<file path="config.mk">
export PLATFORM = sky130hd
export DESIGN_NAME = sgdmac_dispatcher
export DESIGN_NICKNAME = d
export VERILOG_FILES = /design/src/rtl/sgdmac_pkg.sv /design/src/rtl/sgdmac_tag_fifo.sv /design/src/rtl/sgdmac_dispatcher.sv
export SDC_FILE = /design/constraint.sdc
export NUM_CORES = 1
export LEC_CHECK = 0
export ABC_AREA = 1
export BUFFER_PORTS_ARGS = -buffer_cell sky130_fd_sc_hd__buf_2
export CAP_MARGIN = 20
export CORE_MARGIN = 5
export CORE_UTILIZATION = 41
export CTS_CLUSTER_DIAMETER = 30
export DETAILED_ROUTE_END_ITERATION = 6
export GPL_TIMING_DRIVEN = 0
export PLACE_DENSITY = 0.83
export SLEW_MARGIN = 15
export SYNTH_ARGS = -nofsm -noshare
export SYNTH_HDL_FRONTEND = slang
export SYNTH_SLANG_ARGS = --single-unit
</file>
<file path="constraint.sdc">
create_clock -name clk -period 1.9 [get_ports clk]
set_input_delay 0.19 -clock clk [delete_from_list [all_inputs] [get_ports clk]]
set_output_delay 0.19 -clock clk [all_outputs]
set_load 0.1 [all_outputs]
</file>
<file path="src/rtl/sgdmac_pkg.sv">
// Shared SGDMAC types: the return-path destination encoding used by the arbiter
// and the dispatcher, plus the default tag FIFO depth.
package sgdmac_pkg;

  typedef enum logic {
    DST_DESC = 1'b0,
    DST_DATA = 1'b1
  } dst_sel_e;

  localparam int TAG_DEPTH_DEFAULT = 4;

endpackage

</file>
<file path="src/rtl/sgdmac_tag_fifo.sv">
// In-order FIFO of 1-bit grant tags. full/empty/count come from registered
// occupancy, so a push becomes visible only after the next clock edge.
module sgdmac_tag_fifo
  import sgdmac_pkg::*;
#(
  parameter int DEPTH = TAG_DEPTH_DEFAULT
) (
  input  logic                       clk,
  input  logic                       rst,
  input  logic                       push_i,
  input  logic                       din_i,
  input  logic                       pop_i,
  output logic                       dout_o,
  output logic                       full_o,
  output logic                       empty_o,
  output logic [$clog2(DEPTH+1)-1:0] count_o
);

  localparam int AW = $clog2(DEPTH);
  localparam int CW = $clog2(DEPTH+1);

  logic [DEPTH-1:0] mem_q;
  logic [AW-1:0]    wr_ptr_q, wr_ptr_d;
  logic [AW-1:0]    rd_ptr_q, rd_ptr_d;
  logic [CW-1:0]    count_q, count_d;
  logic             do_push, do_pop;

  assign full_o  = (count_q == CW'(DEPTH));
  assign empty_o = (count_q == '0);
  assign count_o = count_q;
  assign dout_o  = mem_q[rd_ptr_q];

  // A push while full is dropped even if a pop happens in the same cycle.
  assign do_push = push_i & ~full_o;
  assign do_pop  = pop_i & ~empty_o;

  always_comb begin
    wr_ptr_d = wr_ptr_q;
    rd_ptr_d = rd_ptr_q;
    count_d  = count_q;
    if (do_push) wr_ptr_d = wr_ptr_q + AW'(1);
    if (do_pop)  rd_ptr_d = rd_ptr_q + AW'(1);
    case ({do_push, do_pop})
      2'b10:   count_d = count_q + CW'(1);
      2'b01:   count_d = count_q - CW'(1);
      default: count_d = count_q;
    endcase
  end

  always_ff @(posedge clk or posedge rst) begin
    if (rst) begin
      wr_ptr_q <= '0;
      rd_ptr_q <= '0;
      count_q  <= '0;
    end else begin
      wr_ptr_q <= wr_ptr_d;
      rd_ptr_q <= rd_ptr_d;
      count_q  <= count_d;
    end
  end

  always_ff @(posedge clk) begin
    if (do_push) mem_q[wr_ptr_q] <= din_i;
  end

endmodule

</file>
<file path="src/rtl/sgdmac_dispatcher.sv">
// Steers returning read bursts to the descriptor fetcher or data reader using
// the in-order grant tags. Optional error checking: SGDMAC_DISPATCHER_ERR_EN.
module sgdmac_dispatcher
  import sgdmac_pkg::*;
#(
  parameter int DATA_SIZE = 32,
  parameter int TAG_DEPTH = TAG_DEPTH_DEFAULT,
  parameter int MAX_BEATS = 16
) (
  input  logic                           clk,
  input  logic                           rst,
  input  logic                           tag_push_i,
  input  logic                           tag_sel_i,
  output logic                           tag_full_o,
  output logic [$clog2(TAG_DEPTH+1)-1:0] outstanding_o,
  input  logic                           src_valid_i,
  output logic                           src_ready_o,
  input  logic [DATA_SIZE-1:0]           src_data_i,
  input  logic                           src_last_i,
  output logic                           descriptor_valid_o,
  input  logic                           descriptor_ready_i,
  output logic [DATA_SIZE-1:0]           descriptor_data_o,
  output logic                           descriptor_last_o,
  output logic                           data_reader_valid_o,
  input  logic                           data_reader_ready_i,
  output logic [DATA_SIZE-1:0]           data_reader_data_o,
  output logic                           data_reader_last_o,
  output logic                           err_o
);

  if (TAG_DEPTH < 2 || (TAG_DEPTH & (TAG_DEPTH - 1)) != 0 || MAX_BEATS < 1) begin : g_bad_cfg
    $error("sgdmac_dispatcher: TAG_DEPTH must be a power of two >= 2, MAX_BEATS >= 1");
  end

  logic                 fifo_empty, fifo_head;
  dst_sel_e             head_sel;
  logic                 drain, accept, pop;
  logic                 out_valid_q, out_valid_d;
  dst_sel_e             out_sel_q, out_sel_d;
  logic [DATA_SIZE-1:0] out_data_q, out_data_d;
  logic                 out_last_q, out_last_d;

  sgdmac_tag_fifo #(.DEPTH(TAG_DEPTH)) u_tag_fifo (
    .clk     (clk),
    .rst     (rst),
    .push_i  (tag_push_i),
    .din_i   (tag_sel_i),
    .pop_i   (pop),
    .dout_o  (fifo_head),
    .full_o  (tag_full_o),
    .empty_o (fifo_empty),
    .count_o (outstanding_o)
  );

  assign head_sel = dst_sel_e'(fifo_head);

  // Output slot is free when empty or when its consumer takes it this cycle.
  assign drain = ~out_valid_q |
                 ((out_sel_q == DST_DATA) ? data_reader_ready_i : descriptor_ready_i);
  assign src_ready_o = ~fifo_empty & drain;
  assign accept      = src_valid_i & src_ready_o;
  assign pop         = accept & src_last_i;

  always_comb begin
    out_valid_d = out_valid_q;
    out_sel_d   = out_sel_q;
    out_data_d  = out_data_q;
    out_last_d  = out_last_q;
    if (accept) begin
      out_valid_d = 1'b1;
      out_sel_d   = head_sel;
      out_data_d  = src_data_i;
      out_last_d  = src_last_i;
    end else if (drain) begin
      out_valid_d = 1'b0;
    end
  end

  always_ff @(posedge clk or posedge rst) begin
    if (rst) begin
      out_valid_q <= 1'b0;
      out_sel_q   <= DST_DESC;
      out_data_q  <= '0;
      out_last_q  <= 1'b0;
    end else begin
      out_valid_q <= out_valid_d;
      out_sel_q   <= out_sel_d;
      out_data_q  <= out_data_d;
      out_last_q  <= out_last_d;
    end
  end

  assign descriptor_valid_o  = out_valid_q & (out_sel_q == DST_DESC);
  assign data_reader_valid_o = out_valid_q & (out_sel_q == DST_DATA);
  assign descriptor_data_o   = out_data_q;
  assign descriptor_last_o   = out_last_q;
  assign data_reader_data_o  = out_data_q;
  assign data_reader_last_o  = out_last_q;

`ifdef SGDMAC_DISPATCHER_ERR_EN
  localparam int BCW = $clog2(MAX_BEATS + 1);

  logic [BCW-1:0] beat_cnt_q, beat_cnt_d;
  logic           err_q, err_d;

  always_comb begin
    beat_cnt_d = beat_cnt_q;
    err_d      = err_q;
    if (accept) begin
      if (src_last_i) begin
        beat_cnt_d = '0;
      end else begin
        // Saturate so an overlong burst cannot wrap the counter back to legal.
        if (beat_cnt_q < BCW'(MAX_BEATS)) beat_cnt_d = beat_cnt_q + BCW'(1);
        if (beat_cnt_q + BCW'(1) == BCW'(MAX_BEATS)) err_d = 1'b1;
      end
    end
    if (tag_push_i & tag_full_o) err_d = 1'b1;
  end

  always_ff @(posedge clk or posedge rst) begin
    if (rst) begin
      beat_cnt_q <= '0;
      err_q      <= 1'b0;
    end else begin
      beat_cnt_q <= beat_cnt_d;
      err_q      <= err_d;
    end
  end

  assign err_o = err_q;
`else
  assign err_o = 1'b0;
`endif

endmodule

</file>
==> summary.md, run 1 <==
| Metric | Value |
|---|---|
| Maximum clock insertion buffer count | 2 |
| Max cap viols | 0 |
| Floorplan row count | 27 |
| Min-Delay Path Class | primary input to flip-flop |
| Iteration-0 DRC count of the detailed router | 42 |
| Max Freq | 513.2 MHz |
| Flop-to-flop setup slack | -50 ps |
| # diodes | 0 |
| DRC | 0 |
| Post-Synthesis Cells | 253 |
| Least-Margin Pin Slew | 513.1 ps |
| Net Count, Synth | 299 |
| Hold Path Sink | data_reader_data_o[7]$_DFFE_PP0P_ |
| Final max-slew violation count | 0 |
| Post-Syn Area | 2241 um2 |
| Global placement routability congestion | 0.7611 |
| Number of global-route vias before repair | 1946 |
| Seq cells post-synth | 46 |
| Synth area leaders | dfrtp_1, nand2_1, buf_4, edfxtp_1, ha_1 |
| FF-to-FF Start | out_sel_q$_DFFE_PP0P_ |
| Ports | 114 |
| Global-route wire length before repair | 8763 um |
| Clock Pin Slew Worst Setup and Hold Paths | 80 ps |
| Die area | 7044 um2 |
| Final hold violations | 0 |
| Failing checks | setup timing |
| Sequential area share after synthesis | 52.26% |
| Yosys top cell area share | 46.90% |
| Die Y | 83.93 um |
| Setup violators final | 1 |
| Fill cells | 481 |
| Port Buf Inserts | 112 |
| Count of buffer and inverter cells on the critical path | 2 |
| Setup TNS | -48.51 ps |
| Pin count of the biggest net entering global routing | 23 |
| Worst slew margin | 65.75% |
| Cell Chain, Critical Path | inv_2 > nand2_2 > nand3_2 > nand3_4 > nor2_4 > ha_4 > inv_4 > fa_2 > a21oi_2 > o21ai_2 > xor2_1 |
| Routed wire length | 5186 um |
| H-tree Lvls | 2 |
| Worst-path maximum fanout | 4 |
| CTS tree | built |
| Number of synthesis warnings | 0 |
| Num CTS Buffers | 5 |
| Critical path's top delay family | adder cells |
| DR vias/cell | 4.308 |
| Initial Util | 41.46% |
| Number of antenna violations at the first check in global routing | 0 |
| PnR worst setup slack | -48.51 ps |
| Met1 Resource Use GR | 17.00% |
| Vias | 1956 |
| Die width | 83.93 um |
| Status | finished with violations |
| CTS root buffer | clkbuf_8 |
| Met2 Use GR | 26.83% |
| Synthesis-to-layout area growth | 40.31% |
| Min cycle time layout | 1949 ps |
| RSZ-0062 raised after global routing | yes |
| Worst path slowest cell | dfrtp_1 |
| Core area | 5405 um2 |
| Post-synth cell types | 20 |
| Worst-Skew Late Latency | 290 ps |
| GRT Util Overall | 15.07% |
| CP Data Arrival Time | 2120 ps |
| CP Launch Type | flip-flop |
| Syn Area/Cell | 8.857 um2 |
| FF-to-FF End | u_tag_fifo.count_o[2]$_DFFE_PP0P_ |
| GRT met3 Usage | 5.429% |
| Final period util | 102.6% |
| Hpwl dp | 3972 um |
| GRT overflow | 0 |
| HP Start | src_data_i[7] |
| Required time of the critical path | 2070 ps |
| Synth area leader | dfrtp_1 |
| DR WL/cell | 11.42 um |
| Clock skew | 6.399 ps |
| Critical Path Sink Type | flip-flop |
| Hold depth | 3 |
| Drt first pass iters | 4 |
| Nets | 427 |
| Final antenna-violating net count | 0 |
| Share of cells above drive strength 1 | 49.48% |
| Clock sink count | 46 |
| Worst r2r path cells | 11 |
| Global route hottest layer | met2 |
| CP max stage delay | 420 ps |
| Worst setup path class | flip-flop to flip-flop |
[layout by cell type (no fill, tap or decap), drive strengths merged]
| cell type | count |
|---|---|
| buf | 160 |
| nand2 | 117 |
| dfrtp | 42 |
| inv | 18 |
| nor2 | 10 |
| clkbuf | 7 |
| ha | 5 |
| o21ai | 5 |
| edfxtp | 4 |
| xor2 | 3 |
| nand3 | 3 |
| a21oi | 2 |
| nand4 | 1 |
| xnor2 | 1 |
| fa | 1 |
| conb | 1 |
| clkinv | 1 |
| dlygate4sd3 | 1 |
[cells in the mapped netlist]
cell type	number
edfxtp_1	4
buf_6	3
conb_1	1
xnor2_1	1
o21ai_4	1
nand4_1	1
a21oi_1	2
dfrtp_1	42
o21ai_0	4
inv_1	16
inv_4	1
buf_4	37
fa_1	1
nand3_2	2
nor2_1	10
xor2_1	3
inv_2	1
nand2_1	117
nand3_4	1
ha_1	5
[tightest hold or removal path, stage by stage]
cell and delay [ps]:
buf_2 70, nand2_1 40, nand2_1 40
[cell type report]
| class | instances | area [um2] | area share [%] |
|---|---|---|---|
| clock inverters | 1 | 5.005 | 0.1592 |
| plain buffers | 40 | 311.5 | 9.908 |
| flip-flops and latches | 46 | 1182 | 37.60 |
| well taps | 72 | 90.09 | 2.865 |
| multi-input cells | 149 | 738.2 | 23.48 |
| repair buffers | 121 | 650.6 | 20.69 |
| clock buffers | 7 | 86.33 | 2.746 |
| inverters | 18 | 80.08 | 2.547 |
[kinds of logic after synthesis]
group,Yosys count,share of synthesized area (%)
adders and majority gates,6,3.685
buffers and inverters,58,17.03
xor gates and xnor gates,4,1.564
other,1,0.1673
and+or+nand+nor,131,23.23
AOI/OAI and AO/OA,7,2.066
DFF,46,52.26
[worst max-delay path by stage]
stage / start / to / slack, ps / cells past startpoint
2_1_floorplan: u_tag_fifo.count_o[0]$_DFFE_PP0P_ / u_tag_fifo.count_o[2]$_DFFE_PP0P_ / -160 / 9
3_3_place_gp: out_sel_q$_DFFE_PP0P_ / u_tag_fifo.count_o[2]$_DFFE_PP0P_ / -90 / 11
6_report: out_sel_q$_DFFE_PP0P_ / u_tag_fifo.count_o[2]$_DFFE_PP0P_ / -50 / 11
5_1_grt: out_sel_q$_DFFE_PP0P_ / u_tag_fifo.count_o[2]$_DFFE_PP0P_ / -160 / 11
3_5_place_dp: out_sel_q$_DFFE_PP0P_ / u_tag_fifo.count_o[2]$_DFFE_PP0P_ / -160 / 11
4_1_cts: out_sel_q$_DFFE_PP0P_ / u_tag_fifo.count_o[2]$_DFFE_PP0P_ / -20 / 11
[per-stage QoR]
step | cell area [um2] | hold slack, ps | cells | setup WS, ps | utilization, %
2_1_floorplan | 2290 | 288.9 | 253 | -164.0 | -
3_3_place_gp | 2940 | 382.6 | 437 | -89.04 | 54.40
3_5_place_dp | 2968 | 252.7 | 438 | -159.0 | 54.91
4_1_cts | 3095 | 77.91 | 450 | -21.80 | 57.27
5_1_grt | 3144 | 72.62 | 454 | -156.5 | 58.17
6_report | 3144 | 87.87 | 454 | -48.51 | 58.17
[flip-flops by register name, indices dropped and copies added, names as in the netlist]
signal and count:
data_reader_data_o 32, data_reader_last_o 1, out_sel_q 1, out_valid_q 1, u_tag_fifo.count_o 3, u_tag_fifo.mem_q 4
u_tag_fifo.rd_ptr_q 2, u_tag_fifo.wr_ptr_q 2
[routing by layer]
layer	up-vias	share of wire [%]
met1	906	40
met5	-	0
met4	0	0.77
met2	66	51
li1	978	-
met3	6	7.9
[timing repair]
action                     4_1_cts  5_1_grt
hold endpoints to repair        20        0
resized for setup                1        5
setup buffers                    3        4
setup endpoints to repair        2        1
hold buffers                     1        0
pin swaps                        2        4
Power of run 1 is left out: the tool's default activity adds up to more than one toggle a clock period on the data nets, which glitch-free logic cannot reach.
==> inputs of run 2 (changes only) <==
Settings changed: BUFFER_PORTS_ARGS -buffer_cell sky130_fd_sc_hd__buf_2 to -buffer_cell sky130_fd_sc_hd__buf_4.
==> run 2 against run 1 <==
The flow now finishes without violations. Critical path type unchanged. Die area stayed put. Cell count is 0.66% higher. Via count is 0.31% higher. Sequential share of layout area is 3.3 points lower. First-iteration DRC count is 7.1% higher.
==> summary.md, run 2 (synthesis gave the netlist of run 1 again) <==
| Metric | Value |
|---|---|
| Iteration-0 DRC count of the detailed router | 45 |
| DRT met1 WL | 2094 um |
| Worst-path maximum fanout | 3 |
| DR vias/cell | 4.293 |
| Critical path's top delay family | adder cells |
| Largest register FFs | 32 |
| Initial Util | 41.46% |
| Final period util | 99.06% |
| RSZ-0062 raised after global routing | yes |
| Floorplan row count | 27 |
| Core area | 5405 um2 |
| DR WL/cell | 11.85 um |
| Fill cells | 489 |
| Clock Pin Slew Worst Setup and Hold Paths | 80 ps |
| Max cap viols | 0 |
| Final antenna-violating net count | 0 |
| DRC | 0 |
| Status | finished clean |
| H-tree Lvls | 2 |
| Die width | 83.93 um |
| Num CTS Buffers | 5 |
| Clock skew | 4.574 ps |
| CTS tree | built |
| Placed cell count | 438 |
| Worst-Skew Late Latency | 290 ps |
| Final hold violations | 0 |
| Port Buf Inserts | 112 |
| Maximum clock insertion buffer count | 2 |
| GRT overflow | 0 |
| Die area | 7044 um2 |
| Finished Layout Cells | 457 |
| Min cycle time layout | 1882 ps |
| Min-Delay Path Class | primary input to flip-flop |
| Most common cell after layout, fill and taps aside | buf_4 |
| CP Launch Type | flip-flop |
| Synthesis-to-layout area growth | 53.99% |
| Vias | 1962 |
| GRT Util Overall | 15.13% |
| Clock sink count | 46 |
| Hpwl dp | 4314 um |
| Required time of the critical path | 2080 ps |
| Worst setup path class | flip-flop to flip-flop |
| Most frequent cells in the layout | buf_4, nand2_1, dfrtp_1, inv_1, nor2_1 |
| CTS root buffer | clkbuf_8 |
| Global-route wire length before repair | 8707 um |
| Pre-CTS setup slack | -124.6 ps |
| Final max-slew violation count | 0 |
| Ports | 114 |
| DR top layer | met4 |
| Routed wire length | 5417 um |
| Share of cells above drive strength 1 | 49.61% |
| Pin count of the biggest net entering global routing | 23 |
| Setup violators final | 0 |
| CP Data Arrival Time | 2060 ps |
| Die Y | 83.93 um |
| Max Freq | 531.3 MHz |
| Routed wl met3 | 401 um |
| Number of global-route vias before repair | 1903 |
| # diodes | 0 |
| Number of antenna violations at the first check in global routing | 0 |
| PnR worst setup slack | 17.88 ps |
| CP max stage delay | 440 ps |
| Critical Path Sink Type | flip-flop |
| Worst path slowest cell | dfrtp_4 |
| Global placement routability congestion | 0.7627 |
| Drt first pass iters | 4 |
| Nets | 430 |
| Met2 WL | 2862 um |
| Cell Chain, Critical Path | inv_4 > nand3_4 > nand3_4 > nor2_4 > ha_4 > inv_4 > fa_2 > a21oi_2 > o21ai_1 > xor2_1 |
| Count of buffer and inverter cells on the critical path | 2 |
[run 2: cell count changes in the layout (fill, tap and decap cells not counted)]
| cell | previous run | this run |
|---|---|---|
| buf_4 | 44 | 159 |
| buf_2 | 112 | 0 |
| o21ai_1 | 1 | 2 |
| o21ai_2 | 1 | 0 |
| nand3_4 | 2 | 3 |
| nand3_2 | 1 | 0 |
[run 2: worst paths after layout]
check,start,end,slack (ps),depth (start not counted)
worst max-delay path,u_tag_fifo.count_o[1]$_DFFE_PP0P_,u_tag_fifo.count_o[2]$_DFFE_PP0P_,20,10
worst min-delay path,src_data_i[12],data_reader_data_o[12]$_DFFE_PP0P_,90,3
worst max register to register,u_tag_fifo.count_o[1]$_DFFE_PP0P_,u_tag_fifo.count_o[2]$_DFFE_PP0P_,20,10
worst min register to register,data_reader_data_o[29]$_DFFE_PP0P_,data_reader_data_o[29]$_DFFE_PP0P_,510,2
max in group asynchronous,rst,data_reader_data_o[27]$_DFFE_PP0P_,950,4
min in group asynchronous,rst,data_reader_data_o[5]$_DFFE_PP0P_,480,3
[run 2: stage by stage]
step / setup TNS, ps / utilization, % / hold WS, ps / instance area (um2)
finish: 0 / 63.84 / 87.57 / 3451
global route: -98.18 / 63.84 / 68.21 / 3451
CTS: 0 / 62.52 / 76.38 / 3379
global placement: -336.5 / 59.58 / 383.9 / 3221
floorplan: -222.8 / - / 288.9 / 2290
detailed placement: -124.6 / 60.09 / 249.6 / 3248
[run 2: routing by layer]
metal / track usage (%) / up-vias
li1: - / 985
met1: 16.57 / 900
met2: 27.62 / 68
met3: 5.627 / 9
met4: 3.509 / 0
met5: 0 / -
[run 2: layout make-up]
type | count | area [um2] | share of cell area (%)
Timing Repair Buffer | 124 | 953.4 | 27.63
Inverter | 18 | 80.08 | 2.321
Clock inverter | 1 | 5.005 | 0.1450
Tap cell | 72 | 90.09 | 2.611
Buffer | 40 | 311.5 | 9.028
Sequential cell | 46 | 1182 | 34.26
Clock buffer | 7 | 86.33 | 2.502
Multi-Input combinational cell | 149 | 742.0 | 21.50
[run 2: worst reg2reg max path, stage by stage, from the launching register on]
cell and delay, ps:
dfrtp_4 440, inv_4 60, nand3_4 100, nand3_4 100
nor2_4 170, ha_4 160, inv_4 40, fa_2 370
a21oi_2 130, o21ai_1 80, xor2_1 140
[run 2: what timing repair did]
action                                 4_1_cts  5_1_grt
pin swaps                                    2        4
endpoints found under the hold margin       20        0
setup endpoints to repair                    2        1
hold buffers                                 1        0
resized for setup                            0        6
buffers inserted                             4        6
Power of run 2 is left out for the same reason.
==> inputs of run 3 (changes only) <==
Settings changed: CORE_UTILIZATION 41 to 42, SYNTH_HIERARCHICAL set to 1.
==> run 3 against run 2 <==
Register-to-register slack worse by 80 ps. Non-clock buffer count increased by 11. Area after synthesis is 6.9% higher. Setup slack worse by 82 ps. Hold slack gained 1.7 ps. Synthesized cell count is 7.9% higher. The run now ends with setup timing left. Sequential cell count is the same.
==> summary.md, run 3 <==
| Metric | Value |
|---|---|
| GRT overflow | 0 |
| Worst setup path class | flip-flop to flip-flop |
| Post-Syn Area | 2396 um2 |
| Worst r2r path cells | 12 |
| Final antenna-violating net count | 0 |
| Sequential area share after synthesis | 48.88% |
| Global-route wire length before repair | 10550 um |
| Required time of the critical path | 2130 ps |
| FF-to-FF Start | u_tag_fifo/count_o[1]$_DFFE_PP0P_ |
| Post-Synthesis Cells | 273 |
| PnR worst setup slack | -64.13 ps |
| Vias | 2258 |
| Number of synthesis warnings | 6 |
| Least-Margin Pin Slew | 726.5 ps |
| Synth cell count leaders | nand2_1, dfrtp_1, nand4_1 |
| Iteration-0 DRC count of the detailed router | 81 |
| Routed wire length | 6660 um |
| Worst-path maximum fanout | 3 |
| Post-synth cell types | 25 |
| Die width | 85.53 um |
| Syn Area/Cell | 8.777 um2 |
| FF-to-FF End | u_tag_fifo/count_o[1]$_DFFE_PP0P_ |
| Die Y | 85.53 um |
| Core area | 5540 um2 |
| CTS root buffer | clkbuf_8 |
| Most common cell after layout, fill and taps aside | buf_4 |
| Clock skew | 4.584 ps |
| CP Data Arrival Time | 2190 ps |
| Drt first pass iters | 4 |
| Initial Util | 43.25% |
| Flop-to-flop setup slack | -60 ps |
| Synth area leader | dfrtp_1 |
| Nets | 454 |
| DR vias/cell | 4.694 |
| H-tree Lvls | 2 |
| Floorplan row count | 27 |
| Most used DFF post-synth | dfrtp_1 |
| Worst slew margin | 51.49% |
| Number of global-route vias before repair | 2266 |
| Yosys top cell area share | 43.86% |
| CTS tree | built |
| Setup violators final | 2 |
| Status | finished with violations |
| Num CTS Buffers | 5 |
| Die area | 7315 um2 |
| Min-Delay Path Class | primary input to flip-flop |
| DR WL/cell | 13.85 um |
| Hold Path Sink | u_tag_fifo/mem_q[2]$_DFFE_PP_ |
| Seq cells post-synth | 46 |
| Final period util | 103.4% |
| Share of cells above drive strength 1 | 49.63% |
| Failing checks | setup timing |
| GRT Util Overall | 17.87% |
| Port Buf Inserts | 111 |
| Hpwl dp | 4809 um |
| Clock sink count | 46 |
| Most frequent cells in the layout | buf_4, nand2_1, dfrtp_1, nand4_1, inv_1 |
| # diodes | 0 |
| Max cap viols | 0 |
| HP Start | tag_sel_i |
| Synthesis-to-layout area growth | 51.80% |
| Largest register FFs | 32 |
| Final Cell Area | 3637 um2 |
| Global placement routability congestion | 0.7327 |
| Worst-Skew Late Latency | 300 ps |
| Ys async rst share | 91.30% |
| CP Launch Type | flip-flop |
| Final hold violations | 0 |
| Final max-slew violation count | 0 |
| DP Area | 3364 um2 |
| Net Count, Synth | 319 |
| Critical Path Sink Type | flip-flop |
| DRC | 0 |
| EDFF count, synth | 4 |
| Pin count of the biggest net entering global routing | 36 |
| Maximum clock insertion buffer count | 2 |
| Max Freq | 509.1 MHz |
| Ports | 114 |
| Number of antenna violations at the first check in global routing | 0 |
| Top-count cell post-synth | nand2_1 |
| RSZ-0062 raised after global routing | yes |
| Clock Pin Slew Worst Setup and Hold Paths | 80 ps |
| Min cycle time layout | 1964 ps |
| Synth area leaders | dfrtp_1, nand2_1, buf_4, nand4_1, edfxtp_1 |
| Hold depth | 1 |
==> run 3: changes by cell type in the layout (fill, tap and decap cells not counted), moves of 4 or more <==
cell / delta
nand4_1: +34
nand2_1: -28
nand3_1: +4
inv_1: +4
clkbuf_1: +5
inv_2: +4
==> run 3: worst max path at each step <==
stage          slack, ps                           endpoint                         startpoint  cells past startpoint
2_1_floorplan       -210  u_tag_fifo/count_o[2]$_DFFE_PP0P_  u_tag_fifo/count_o[1]$_DFFE_PP0P_                     15
3_3_place_gp        -140  u_tag_fifo/count_o[1]$_DFFE_PP0P_  u_tag_fifo/count_o[0]$_DFFE_PP0P_                     12
3_5_place_dp        -170  u_tag_fifo/count_o[2]$_DFFE_PP0P_              out_sel_q$_DFFE_PP0P_                     14
4_1_cts              0.2  u_tag_fifo/count_o[2]$_DFFE_PP0P_              out_sel_q$_DFFE_PP0P_                     14
5_1_grt             -160  u_tag_fifo/count_o[2]$_DFFE_PP0P_  u_tag_fifo/count_o[1]$_DFFE_PP0P_                     15
6_report             -60  u_tag_fifo/count_o[1]$_DFFE_PP0P_  u_tag_fifo/count_o[1]$_DFFE_PP0P_                     12
==> run 3: cells by family (layout without fill, tap and decap cells) <==
family	after synthesis	after routing	share of synthesized area, %
compound gates	4	4	1.096
xor+xnor	1	1	0.3656
fa+ha+maj	6	6	3.447
buf+inv	73	209	17.91
flops	46	46	48.88
other cells	1	1	0.1565
simple gates	142	142	28.15
==> run 3: layer usage <==
layer | wire length, um | GRT usage (%) | vias to the layer above
met5 | 0 | 0 | -
met4 | 197 | 6.619 | 0
met3 | 427 | 3.650 | 17
met2 | 3491 | 32.63 | 81
met1 | 2544 | 20.49 | 1045
li1 | - | - | 1115
==> run 3: timing repair <==
item | CTS | global route
hold buffers | 1 | 0
setup buffers | 11 | 5
pin swaps | 3 | 8
resized for setup | 4 | 8
endpoints found under the setup margin | 2 | 2
endpoints found under the hold margin | 7 | 0
==> run 3: final cells by class <==
type                    instances  area [um2]
fillers                       484        1903
flip-flops and latches         46        1182
repair buffers                128       963.4
multi-input cells             154       847.1
plain buffers                  47       331.6
inverters                      26       112.6
well taps                      72       90.09
clock buffers                   6       72.57
clock inverters                 2       37.54
==> run 3: through the flow <==
stage	setup TNS (ps)	hold WS [ps]	instances	util, %	setup slack [ps]
floorplan	-514.2	-6.542	273	-	-211.5
global placement	-259.6	152.5	456	60.73	-139.0
detailed placement	-327.1	155.5	456	60.73	-174.1
CTS	0	81.28	476	64.52	0.1772
global route	-303.6	78.35	481	65.65	-160.9
finish	-123.7	89.31	481	65.65	-64.13
==> run 3: worst max-delay path, cell delays in order, from the launching register on <==
cell and delay [ps]:
dfrtp_4 510, inv_4 80, nand3_4 90, inv_4 70
clkinv_4 40, nand4_1 120, inv_2 60, nand2_2 90
inv_2 50, ha_4 160, inv_2 70, fa_2 440
o21ai_1 120
Power of run 3 is left out for the same reason.
